File: src/rtl/gmii_rx_framer_if.sv
// gmii_rx_framer_if: framed byte stream leaving the GMII receive framer.
//   ov_data[8]   first/last byte marker
//   ov_data[7:0] frame byte (all zero when o_data_wr is low)
//   o_data_wr    one-cycle strobe per byte, contiguous within a frame
interface gmii_rx_framer_if;
  logic [8:0] ov_data;
  logic       o_data_wr;

  modport master (output ov_data, output o_data_wr);
  modport slave  (input  ov_data, input  o_data_wr);
endinterface

File: src/rtl/gmii_rx_framer.sv
// gmii_rx_framer: strips preamble/SFD from a GMII receive stream and emits a
// 9-bit byte stream whose bit 8 marks the first and last byte of every frame.
// Runt, errored, oversize and badly-preambled frames are counted and dropped
// or truncated, so downstream only ever sees well-delimited frames.
// Optional feature macro GMII_FCS_STRIP_EN: when defined, the trailing four
// FCS bytes are held back and never emitted (delay depth 5 instead of 1).
module gmii_rx_framer #(
  parameter int MAX_LEN = 1518
) (
  input  logic        i_clk,
  input  logic        i_rst_n,
  input  logic [7:0]  iv_gmii_rxd,
  input  logic        i_gmii_rx_dv,
  input  logic        i_gmii_rx_er,
  input  logic        i_cycle_start,
  gmii_rx_framer_if.master stream,
  output logic [18:0] ov_relative_time,
  output logic [15:0] ov_frame_cnt,
  output logic [15:0] ov_err_cnt
);

`ifdef GMII_FCS_STRIP_EN
  localparam int DEPTH = 5;
`else
  localparam int DEPTH = 1;
`endif
  localparam logic [2:0]  FULL     = 3'(DEPTH);
  localparam logic [11:0] LAST_IDX = 12'(MAX_LEN - 1);

  typedef enum logic [1:0] {S_IDLE, S_PREAMBLE, S_DATA, S_DROP} state_t;

  state_t      state, state_next;
  logic [7:0]  hold [DEPTH];
  logic [2:0]  fill;
  logic [11:0] out_cnt;
  logic [18:0] rel_cnt;
  logic [18:0] cur_time;
  logic        emit, emit_mark, shift_en, frame_start;
  logic        frame_inc, err_inc, time_latch;

  // A cycle-start pulse makes the current cycle read as time zero.
  assign cur_time = i_cycle_start ? 19'd0 : rel_cnt;

  // Free-running relative-time counter, wrapping naturally at 19 bits.
  always_ff @(posedge i_clk or negedge i_rst_n) begin
    if (!i_rst_n) rel_cnt <= '0;
    else          rel_cnt <= cur_time + 19'd1;
  end

  // Framer state register.
  always_ff @(posedge i_clk or negedge i_rst_n) begin
    if (!i_rst_n) state <= S_IDLE;
    else          state <= state_next;
  end

  // Next-state and per-cycle action decode; emitted byte is always the oldest held one.
  always_comb begin
    state_next  = state;
    emit        = 1'b0;
    emit_mark   = 1'b0;
    shift_en    = 1'b0;
    frame_start = 1'b0;
    frame_inc   = 1'b0;
    err_inc     = 1'b0;
    time_latch  = 1'b0;
    case (state)
      S_IDLE, S_PREAMBLE: begin
        if (!i_gmii_rx_dv) begin
          state_next = S_IDLE;
        end else if (iv_gmii_rxd == 8'h55) begin
          state_next = S_PREAMBLE;
        end else if (iv_gmii_rxd == 8'hD5) begin
          state_next  = S_DATA;
          frame_start = 1'b1;
          time_latch  = 1'b1;
        end else begin
          state_next = S_DROP;
          err_inc    = 1'b1;
        end
      end
      S_DATA: begin
        if (!i_gmii_rx_dv) begin
          // More than DEPTH bytes received means at least one byte already went out.
          if (out_cnt != 12'd0) begin
            emit      = 1'b1;
            emit_mark = 1'b1;
            frame_inc = 1'b1;
          end else begin
            err_inc = 1'b1;
          end
          state_next = S_IDLE;
        end else if (i_gmii_rx_er) begin
          if (out_cnt != 12'd0) begin
            emit      = 1'b1;
            emit_mark = 1'b1;
          end
          err_inc    = 1'b1;
          state_next = S_DROP;
        end else begin
          shift_en = 1'b1;
          if (fill == FULL) begin
            emit      = 1'b1;
            emit_mark = (out_cnt == 12'd0) || (out_cnt == LAST_IDX);
            if (out_cnt == LAST_IDX) begin
              err_inc    = 1'b1;
              state_next = S_DROP;
            end
          end
        end
      end
      S_DROP: begin
        if (!i_gmii_rx_dv) state_next = S_IDLE;
      end
      default: state_next = S_IDLE;
    endcase
  end

  // Delay line, fill level and emitted-byte count for the frame in progress.
  always_ff @(posedge i_clk or negedge i_rst_n) begin
    if (!i_rst_n) begin
      for (int i = 0; i < DEPTH; i++) hold[i] <= '0;
      fill    <= '0;
      out_cnt <= '0;
    end else begin
      if (shift_en) begin
        for (int i = DEPTH - 1; i > 0; i--) hold[i] <= hold[i-1];
        hold[0] <= iv_gmii_rxd;
      end
      if (frame_start) begin
        fill    <= '0;
        out_cnt <= '0;
      end else begin
        if (shift_en && fill != FULL) fill <= fill + 3'd1;
        if (emit) out_cnt <= out_cnt + 12'd1;
      end
    end
  end

  // Registered outputs: byte stream, captured timestamp and event counters.
  always_ff @(posedge i_clk or negedge i_rst_n) begin
    if (!i_rst_n) begin
      stream.ov_data   <= '0;
      stream.o_data_wr <= 1'b0;
      ov_relative_time <= '0;
      ov_frame_cnt     <= '0;
      ov_err_cnt       <= '0;
    end else begin
      stream.ov_data   <= emit ? {emit_mark, hold[DEPTH-1]} : 9'd0;
      stream.o_data_wr <= emit;
      if (time_latch) ov_relative_time <= cur_time;
      if (frame_inc)  ov_frame_cnt     <= ov_frame_cnt + 16'd1;
      if (err_inc)    ov_err_cnt       <= ov_err_cnt + 16'd1;
    end
  end

endmodule

File: src/flat_wrapper.sv
// flat-port wrapper written by rule: the top's interface ports become plain ports
module gmii_rx_framer_flat 
#(
  parameter int MAX_LEN = 1518
)
  (i_clk, i_rst_n, iv_gmii_rxd, i_gmii_rx_dv, i_gmii_rx_er, i_cycle_start, ov_relative_time, ov_frame_cnt, ov_err_cnt, stream_ov_data, stream_o_data_wr);
  gmii_rx_framer_if stream_i ();
  input  logic i_clk;
  input  logic i_rst_n;
  input  logic [7:0] iv_gmii_rxd;
  input  logic i_gmii_rx_dv;
  input  logic i_gmii_rx_er;
  input  logic i_cycle_start;
  output logic [18:0] ov_relative_time;
  output logic [15:0] ov_frame_cnt;
  output logic [15:0] ov_err_cnt;
  output wire logic [$bits(stream_i.ov_data)-1:0] stream_ov_data;
  output wire logic [$bits(stream_i.o_data_wr)-1:0] stream_o_data_wr;
  assign stream_ov_data = stream_i.ov_data;
  assign stream_o_data_wr = stream_i.o_data_wr;
  gmii_rx_framer #(.MAX_LEN(MAX_LEN)) u_core (.i_clk(i_clk), .i_rst_n(i_rst_n), .iv_gmii_rxd(iv_gmii_rxd), .i_gmii_rx_dv(i_gmii_rx_dv), .i_gmii_rx_er(i_gmii_rx_er), .i_cycle_start(i_cycle_start), .stream(stream_i), .ov_relative_time(ov_relative_time), .ov_frame_cnt(ov_frame_cnt), .ov_err_cnt(ov_err_cnt));
endmodule
File: config.mk
export PLATFORM = sky130hd
export DESIGN_NAME = gmii_rx_framer_flat
export DESIGN_NICKNAME = d
export VERILOG_FILES = /design/src/rtl/gmii_rx_framer_if.sv /design/src/rtl/gmii_rx_framer.sv /design/src/flat_wrapper.sv
export SDC_FILE = /design/constraint.sdc
export NUM_CORES = 1
export LEC_CHECK = 0
export ABC_AREA = 1
export BUFFER_PORTS_ARGS = -buffer_cell sky130_fd_sc_hd__buf_2
export CORE_MARGIN = 3
export CORE_UTILIZATION = 54
export CTS_BUF_LIST = sky130_fd_sc_hd__clkbuf_2 sky130_fd_sc_hd__clkbuf_4 sky130_fd_sc_hd__clkbuf_8
export DETAILED_ROUTE_END_ITERATION = 7
export GPL_TIMING_DRIVEN = 0
export PLACE_DENSITY = 0.81
export SYNTH_ARGS = -nofsm -noshare
export SYNTH_HDL_FRONTEND = slang
export SYNTH_SLANG_ARGS = --single-unit
File: constraint.sdc
create_clock -name i_clk -period 1.65 [get_ports i_clk]
set_input_delay 0.33 -clock i_clk [delete_from_list [all_inputs] [get_ports i_clk]]
set_output_delay 0.33 -clock i_clk [all_outputs]
set_load 0.02 [all_outputs]
After elaboration in Yosys (flattened, before gate mapping)
Cells that the tools add are included.
{ "word_totals": {"inputBits": 13, "out_inout_bits": 61, "ff_bits": 105, "word_cells": 77} }
{ "op_classes": {"n_reduce_logical": 9, "eq_ne": 11, "addsub": 5, "muxes": 42} }
{ "op_table": {"columns": ["operator", "count"], "rows": [
  ["adder 16 x 1 -> 16 bit (second input constant)", 2],
  ["2-to-1 mux 1 bit", 27],
  ["2-to-1 mux 12 bit", 2],
  ["adder 19 x 1 -> 19 bit (second input constant)", 1],
  ["2-to-1 mux 19 bit", 1],
  ["2-to-1 mux 2 bit", 7],
  ["adder 12 x 1 -> 12 bit (second input constant)", 1],
  ["equality test 12 x 11 -> 1 bit (second input constant)", 1],
  ["zero test 12 bit", 1],
  ["nonzero test 12 bit", 1],
  ["2-to-1 mux 9 bit", 1],
  ["equality test 8 x 7 -> 1 bit (second input constant)", 1],
  ["equality test 8 bit (second input constant)", 1],
  ["!= test 4 x 3 -> 1 bit (second input constant)", 2],
  ["2-to-1 mux 3 bit", 2],
  ["case mux 2 bit (3 select lines)", 1],
  ["equality test 2 bit (second input constant)", 2],
  ["nonzero test 2 bit", 2],
  ["adder 3 x 1 -> 3 bit (second input constant)", 1],
  ["equality test 3 x 1 -> 1 bit (second input constant)", 1],
  ["!= test 3 x 1 -> 1 bit (second input constant)", 1],
  ["AND reduction 3 bit", 1],
  ["equality test 2 x 1 -> 1 bit (second input constant)", 1],
  ["zero test 2 bit", 1],
  ["5 further kinds", 5]
]} }

Logic depth before layout (Yosys ltp)
{ "depth": {"ltp_word": 7, "depth_mapped": 11, "depth_no_buf": 10} }

Worst setup path after synthesis
No wires, ideal clock.
{ "synth_timing": {"kind": "input to register", "from": "input port i_cycle_start", "to": "register u_core.rel_cnt[12]", "stages": 10, "required_ps": 1527, "n_path_buf": 2, "arrival_time_ps": 1632, "setup_ps": 123, "setup_slack_ps": -105, "cell_sequence": "buf_2 -> inv_2 -> buf_6 -> nand2_1 -> inv_1 -> ha_1 -> nand3_1 -> nor3_4 -> nand3_1 -> xor2_1"} }
{ "synth_via": {"elab_chain_len": 2} }
{ "synth_rtl": {"columns": ["element", "line", "source"], "rows": [
  ["start: declaration", "flat_wrapper.sv:13", "input logic i_cycle_start;"],
  ["2-to-1 mux 19 bit", "gmii_rx_framer.sv:42", "assign cur_time = i_cycle_start ? 19'd0 : rel_cnt;"],
  ["via u_core.cur_time[1]", "gmii_rx_framer.sv:37", "logic [18:0] cur_time;"],
  ["adder 19 x 1 -> 19 bit", "gmii_rx_framer.sv:47", "else rel_cnt <= cur_time + 19'd1;"],
  ["end signal: assignment", "gmii_rx_framer.sv:47", null],
  ["end: declaration", "gmii_rx_framer.sv:36", "logic [18:0] rel_cnt;"]
]} }
The timed path passes the listed nets, and every way through them passes these cells.
A chain may end at the register's enable or synchronous reset.

Worst setup path after layout
{ "layout_timing": {"from": "register u_core.out_cnt[1]", "to": "register u_core.ov_err_cnt[13]"} }
{ "layout_via": {"elab_chain_len": 6, "word_cells_on_any_way": 8, "cone_classes": "1 x eq/ne; 6 x mux; 1 x reduce/logical"} }
{ "layout_rtl": {"columns": ["element", "line", "source"], "rows": [
  ["start: declaration", "gmii_rx_framer.sv:35", "logic [11:0] out_cnt;"],
  ["start signal: assignment", "gmii_rx_framer.sv:134", "if (emit) out_cnt <= out_cnt + 12'd1;"],
  ["equality test 12 x 11 -> 1 bit", "gmii_rx_framer.sv:104", "if (out_cnt == LAST_IDX) begin"],
  ["2-to-1 mux 1 bit", "gmii_rx_framer.sv:104", null],
  ["2-to-1 mux 1 bit", "gmii_rx_framer.sv:101", "if (fill == FULL) begin"],
  ["2-to-1 mux 1 bit", "gmii_rx_framer.sv:92", "end else if (i_gmii_rx_er) begin"],
  ["2-to-1 mux 1 bit *", "gmii_rx_framer.sv:82", "if (!i_gmii_rx_dv) begin"],
  ["case mux 1 bit (2 select lines) *", "gmii_rx_framer.sv:66", "case (state)"],
  ["end signal: assignment", "gmii_rx_framer.sv:152", "if (err_inc) ov_err_cnt <= ov_err_cnt + 16'd1;"],
  ["end: declaration", "gmii_rx_framer.sv:19", "output logic [15:0] ov_err_cnt"]
]} }
Mark *: on every way between the ends. The rest lies on a longest branch, timed or not.

==> results by group <==
Place
  • Total half-perimeter wirelength after legalization and detailed placement: between 8000 and 9000 µm
  • Count of placed standard cells including taps: just under 900
  • Placer congestion estimate: just under 0.9
  • PortBufs: 72
  • Post-placement worst setup slack: -173 ps

STA
  • Post-route setup slack: -3.82 ps
  • Worst hold slack: around 180 ps
  • Slew Limit Fails: 0
  • Worst Tran Pin Value: 484 ps
  • Unrepaired setup endpoints after global routing: true
  • Top achievable clock speed: ~600 MHz
  • Final-report hold violation count: 0
  • Share of the clock period used by the worst path after layout: 100%
  • Post-route minimum period: 1650 ps
  • Final worst clock skew: 11.3 ps
  • Slew Limit Headroom: about two thirds
  • Sum of negative setup slack: -3.82 ps
  • Final setup violation count: 1

CTS
  • Clock transition at the register clock pins on the worst setup and hold paths after CTS: 90 ps
  • # H-tree levels: 3
  • CTS buffer count: 9
  • Number of buffers between clock root and the deepest sink: 2
  • Clk Tree Root Cell: sky130_fd_sc_hd__clkbuf_8
  • Clk sinks: 105
  • TritonCTS clock tree: built
  • Worst-skew pair later-pin latency: 370 ps

Critical path
  • Maximum fanout along the worst path: 5
  • Setup crit end kind: flip-flop
  • R2R Setup Slk: -4 ps
  • Type of element launching the critical path: flip-flop
  • Worst reg2reg path endpoint: u_core.ov_err_cnt[13]
  • Data arrival time of the critical path: slightly below 2000 ps
  • Type of the worst setup path: reg2reg
  • Reg-to-reg critical path startpoint: u_core.out_cnt[1]
  • Number of cell instances on the worst register-to-register path: 11
  • Required time of the worst setup path: between 1500 and 2000 ps

Route
  • Vias after detailed routing: approximately 4,800
  • Detail Route Antenna Nets: 0
  • Drt first pass iters: 5
  • Average wire per standard cell: roughly 14 µm
  • Total routed wirelength: between 10,000 and 15,000 µm
  • Drt first-iter violations: 316
  • Via density per instance: between 5 and 6
  • Number of design rule violations left after detail routing: 0

Power and ir drop
  • Total design power: ~0.0068 W
  • Max rail drop VDD: 0.000475 V
  • Leakage power of the design: roughly 3.3 nW
  • Total power divided by cell area: roughly 1000 mW/mm²

Floorplan
  • Die Area: 0.0114 mm²
  • Starting Density: a little under three fifths
  • Row cnt: 36
  • Number of primary I/O pins: 74
  • DIE HEIGHT: between 100 and 150 µm
  • Core Region: 0.00982 mm²
  • X dimension of the die: ~110 µm

GRT
  • GRT Total Usage: between 20% and 30%
  • Number of antenna violations at the first check in global routing: 0
  • Pin count of the biggest net entering global routing: 73
  • Global route total overflow: 0
  • Via count of the first global-routing pass: 4,545
  • Wire length of the first global-routing pass: roughly 21,000 µm

Synth
  • Leading cell types by count after synthesis: 172 x sky130_fd_sc_hd__nand2_1, 105 x sky130_fd_sc_hd__dfrtp_1, 77 x sky130_fd_sc_hd__nand3_1, 64 x sky130_fd_sc_hd__inv_1, 64 x sky130_fd_sc_hd__nor2_1
  • Netlist Area Pre-Place: 0.00547 mm²
  • Cells taking the most area after synthesis: sky130_fd_sc_hd__dfrtp_1 48%, sky130_fd_sc_hd__nand2_1 12%, sky130_fd_sc_hd__nand3_1 7.0%
  • Net count of the mapped netlist: 693
  • Most used flip-flop cell after synthesis: sky130_fd_sc_hd__dfrtp_1
  • Sequential-to-total area share from yosys stat: ~48%
  • Post-synthesis instance total: 672
  • Proportion of synthesized flip-flops having asynchronous set or reset: 100%
  • Top-area cell type share of the netlist area: between 40% and 50%
  • Warning count from the yosys run: 0
  • Register bit count reported by yosys: 105
  • Count of distinct cell types in the synthesized netlist: 36
  • Cell taking the most area after synthesis: sky130_fd_sc_hd__dfrtp_1
  • Top-count cell post-synth: sky130_fd_sc_hd__nand2_1
  • Avg Synthesized Cell Area: just over 8 µm²
  • Number of synthesized flops with an enable pin: 0

Final layout
  • Total area of sequential cells: roughly 0.0026 mm²
  • Antenna fix cells: 0
  • Number of non-filler instances in the completed layout: approximately 920
  • Share of layout cells above drive strength 1: approximately a quarter
  • Count of fill cells added during filler insertion: about 820
  • Area growth from synthesis to layout: 21.0%
  • Number of nets at the end of the flow: ~800
  • Area used by multi-input combinational logic: between 0.002 and 0.003 mm²

Run status
  • Violations in the final reports: negative setup slack
  • Status: complete, but fails checks

Flow run
  • Reported max-cap violation count: 0

Worst hold path
  • Destination of the worst hold path: u_core.stream.ov_data[8]
  • Number of cells on the worst hold path: 2
  • Hold/Removal Path Class: in2reg
  • Source of the worst hold timing path: i_gmii_rx_dv
==> power by group <==
group / total (W) / leakage, nW / internal (W) / switching, W
Clock: 0.00149 / 0.0894 / 0.000625 / 0.000870
Sequential: 0.00320 / 1.39 / 0.00289 / 0.000316
Combinational: 0.00211 / 1.79 / 0.000846 / 0.00127
Total: 0.00681 / 3.28 / 0.00436 / 0.00245
==> worst max path at each step <==
stage / startpoint / slack, ps / end / depth (start not counted)
5_1_grt: u_core.out_cnt[1] / -60 / u_core.ov_err_cnt[13] / 11
2_1_floorplan: i_cycle_start / 30 / u_core.rel_cnt[12] / 10
4_1_cts: u_core.out_cnt[1] / 10 / u_core.ov_frame_cnt[5] / 10
3_3_place_gp: i_rst_n / -880 / u_core.ov_relative_time[2] / 1
6_report: u_core.out_cnt[1] / -4 / u_core.ov_err_cnt[13] / 11
3_5_place_dp: i_cycle_start / -170 / u_core.rel_cnt[12] / 10
==> layout make-up <==
type	instances	share of cell area, %
clock buffer	12	2.31
multi-input combinational	477	39.7
tap	133	2.52
clock inverter	4	0.435
buffer	17	2.06
sequential	105	39.8
timing repair buffer	97	9.02
inverter	73	4.18
==> what timing repair did <==
item                       CTS  global route
gates cloned                 0             4
resized for setup            7            43
hold endpoints to repair    33             0
setup endpoints to repair   45            43
hold buffers                 1             0
buffers inserted             9            10
pin swaps                    2            12
==> stage by stage <==
| step | instance area, µm² | utilization [%] |
|---|---|---|
| 2_1_floorplan | 5510 | - |
| 3_3_place_gp | 6030 | 61.4 |
| 3_5_place_dp | 6060 | 61.7 |
| 4_1_cts | 6340 | 64.6 |
| 5_1_grt | 6620 | 67.4 |
| 6_report | 6620 | 67.4 |
==> flip-flops by register name, indices dropped and copies added, names as in the netlist <==
signal	flops
u_core.state	2
u_core.out_cnt	12
u_core.stream.ov_data	9
u_core.fill	3
u_core.ov_err_cnt	16
u_core.ov_relative_time	19
u_core.ov_frame_cnt	16
u_core.hold	8
u_core.stream.o_data_wr	1
u_core.rel_cnt	19
==> worst max-delay path, cell delays in order, from the launching register on <==
cell and delay (ps):
sky130_fd_sc_hd__dfrtp_1 410, sky130_fd_sc_hd__inv_2 110, sky130_fd_sc_hd__ha_4 140, sky130_fd_sc_hd__nand3_2 60
sky130_fd_sc_hd__nor2_2 130, sky130_fd_sc_hd__nand3_2 120, sky130_fd_sc_hd__nand2_2 90, sky130_fd_sc_hd__nand3_4 140
sky130_fd_sc_hd__nand2_8 130, sky130_fd_sc_hd__clkbuf_16 160, sky130_fd_sc_hd__nand2_2 40, sky130_fd_sc_hd__nand2_1 60
==> cells in the final DEF, fill, tap and decap left out, types with 4 or more instances in the layout <==
| master | synthesis | layout |
|---|---|---|
| sky130_fd_sc_hd__nand4_1 | 11 | 11 |
| sky130_fd_sc_hd__nor3_1 | 24 | 23 |
| sky130_fd_sc_hd__o21ai_0 | 21 | 21 |
| sky130_fd_sc_hd__ha_1 | 8 | 4 |
| sky130_fd_sc_hd__nor2_4 | 3 | 6 |
| sky130_fd_sc_hd__dfrtp_1 | 105 | 100 |
| sky130_fd_sc_hd__inv_1 | 64 | 60 |
| sky130_fd_sc_hd__inv_2 | 9 | 12 |
| sky130_fd_sc_hd__clkbuf_1 | 4 | 4 |
| sky130_fd_sc_hd__nor2_1 | 64 | 61 |
| sky130_fd_sc_hd__dfrtp_2 | 0 | 5 |
| sky130_fd_sc_hd__xor2_1 | 29 | 29 |
| sky130_fd_sc_hd__a21oi_1 | 7 | 7 |
| sky130_fd_sc_hd__nand3_4 | 2 | 4 |
| sky130_fd_sc_hd__nand2_4 | 2 | 4 |
| sky130_fd_sc_hd__o21ai_1 | 11 | 11 |
| sky130_fd_sc_hd__ha_4 | 0 | 4 |
| sky130_fd_sc_hd__buf_2 | 9 | 76 |
| sky130_fd_sc_hd__xnor2_1 | 16 | 16 |
| sky130_fd_sc_hd__clkbuf_8 | 0 | 10 |
| sky130_fd_sc_hd__nand2_1 | 172 | 166 |
| sky130_fd_sc_hd__nand2_2 | 13 | 16 |
| sky130_fd_sc_hd__buf_6 | 1 | 9 |
| sky130_fd_sc_hd__buf_4 | 1 | 20 |
| sky130_fd_sc_hd__nand3_1 | 77 | 74 |
==> cell families after synthesis <==
family / after synthesis / share of synthesized area (%)
simple gates: 378 / 31.5
flops: 105 / 48.1
buf+inv: 90 / 6.89
compound gates: 46 / 4.51
xor+xnor: 45 / 7.21
fa+ha+maj: 8 / 1.83
==> per-layer routing <==
layer  vias up  GRT usage, %  routed length, µm
met3        28          3.37                714
met2       169          37.0               6290
met1      2290          29.9               5460
met5         -             0                  0
li1       2355             -                  -
met4         0          8.49                293
Note: power is estimated with default switching activity, not from simulation.
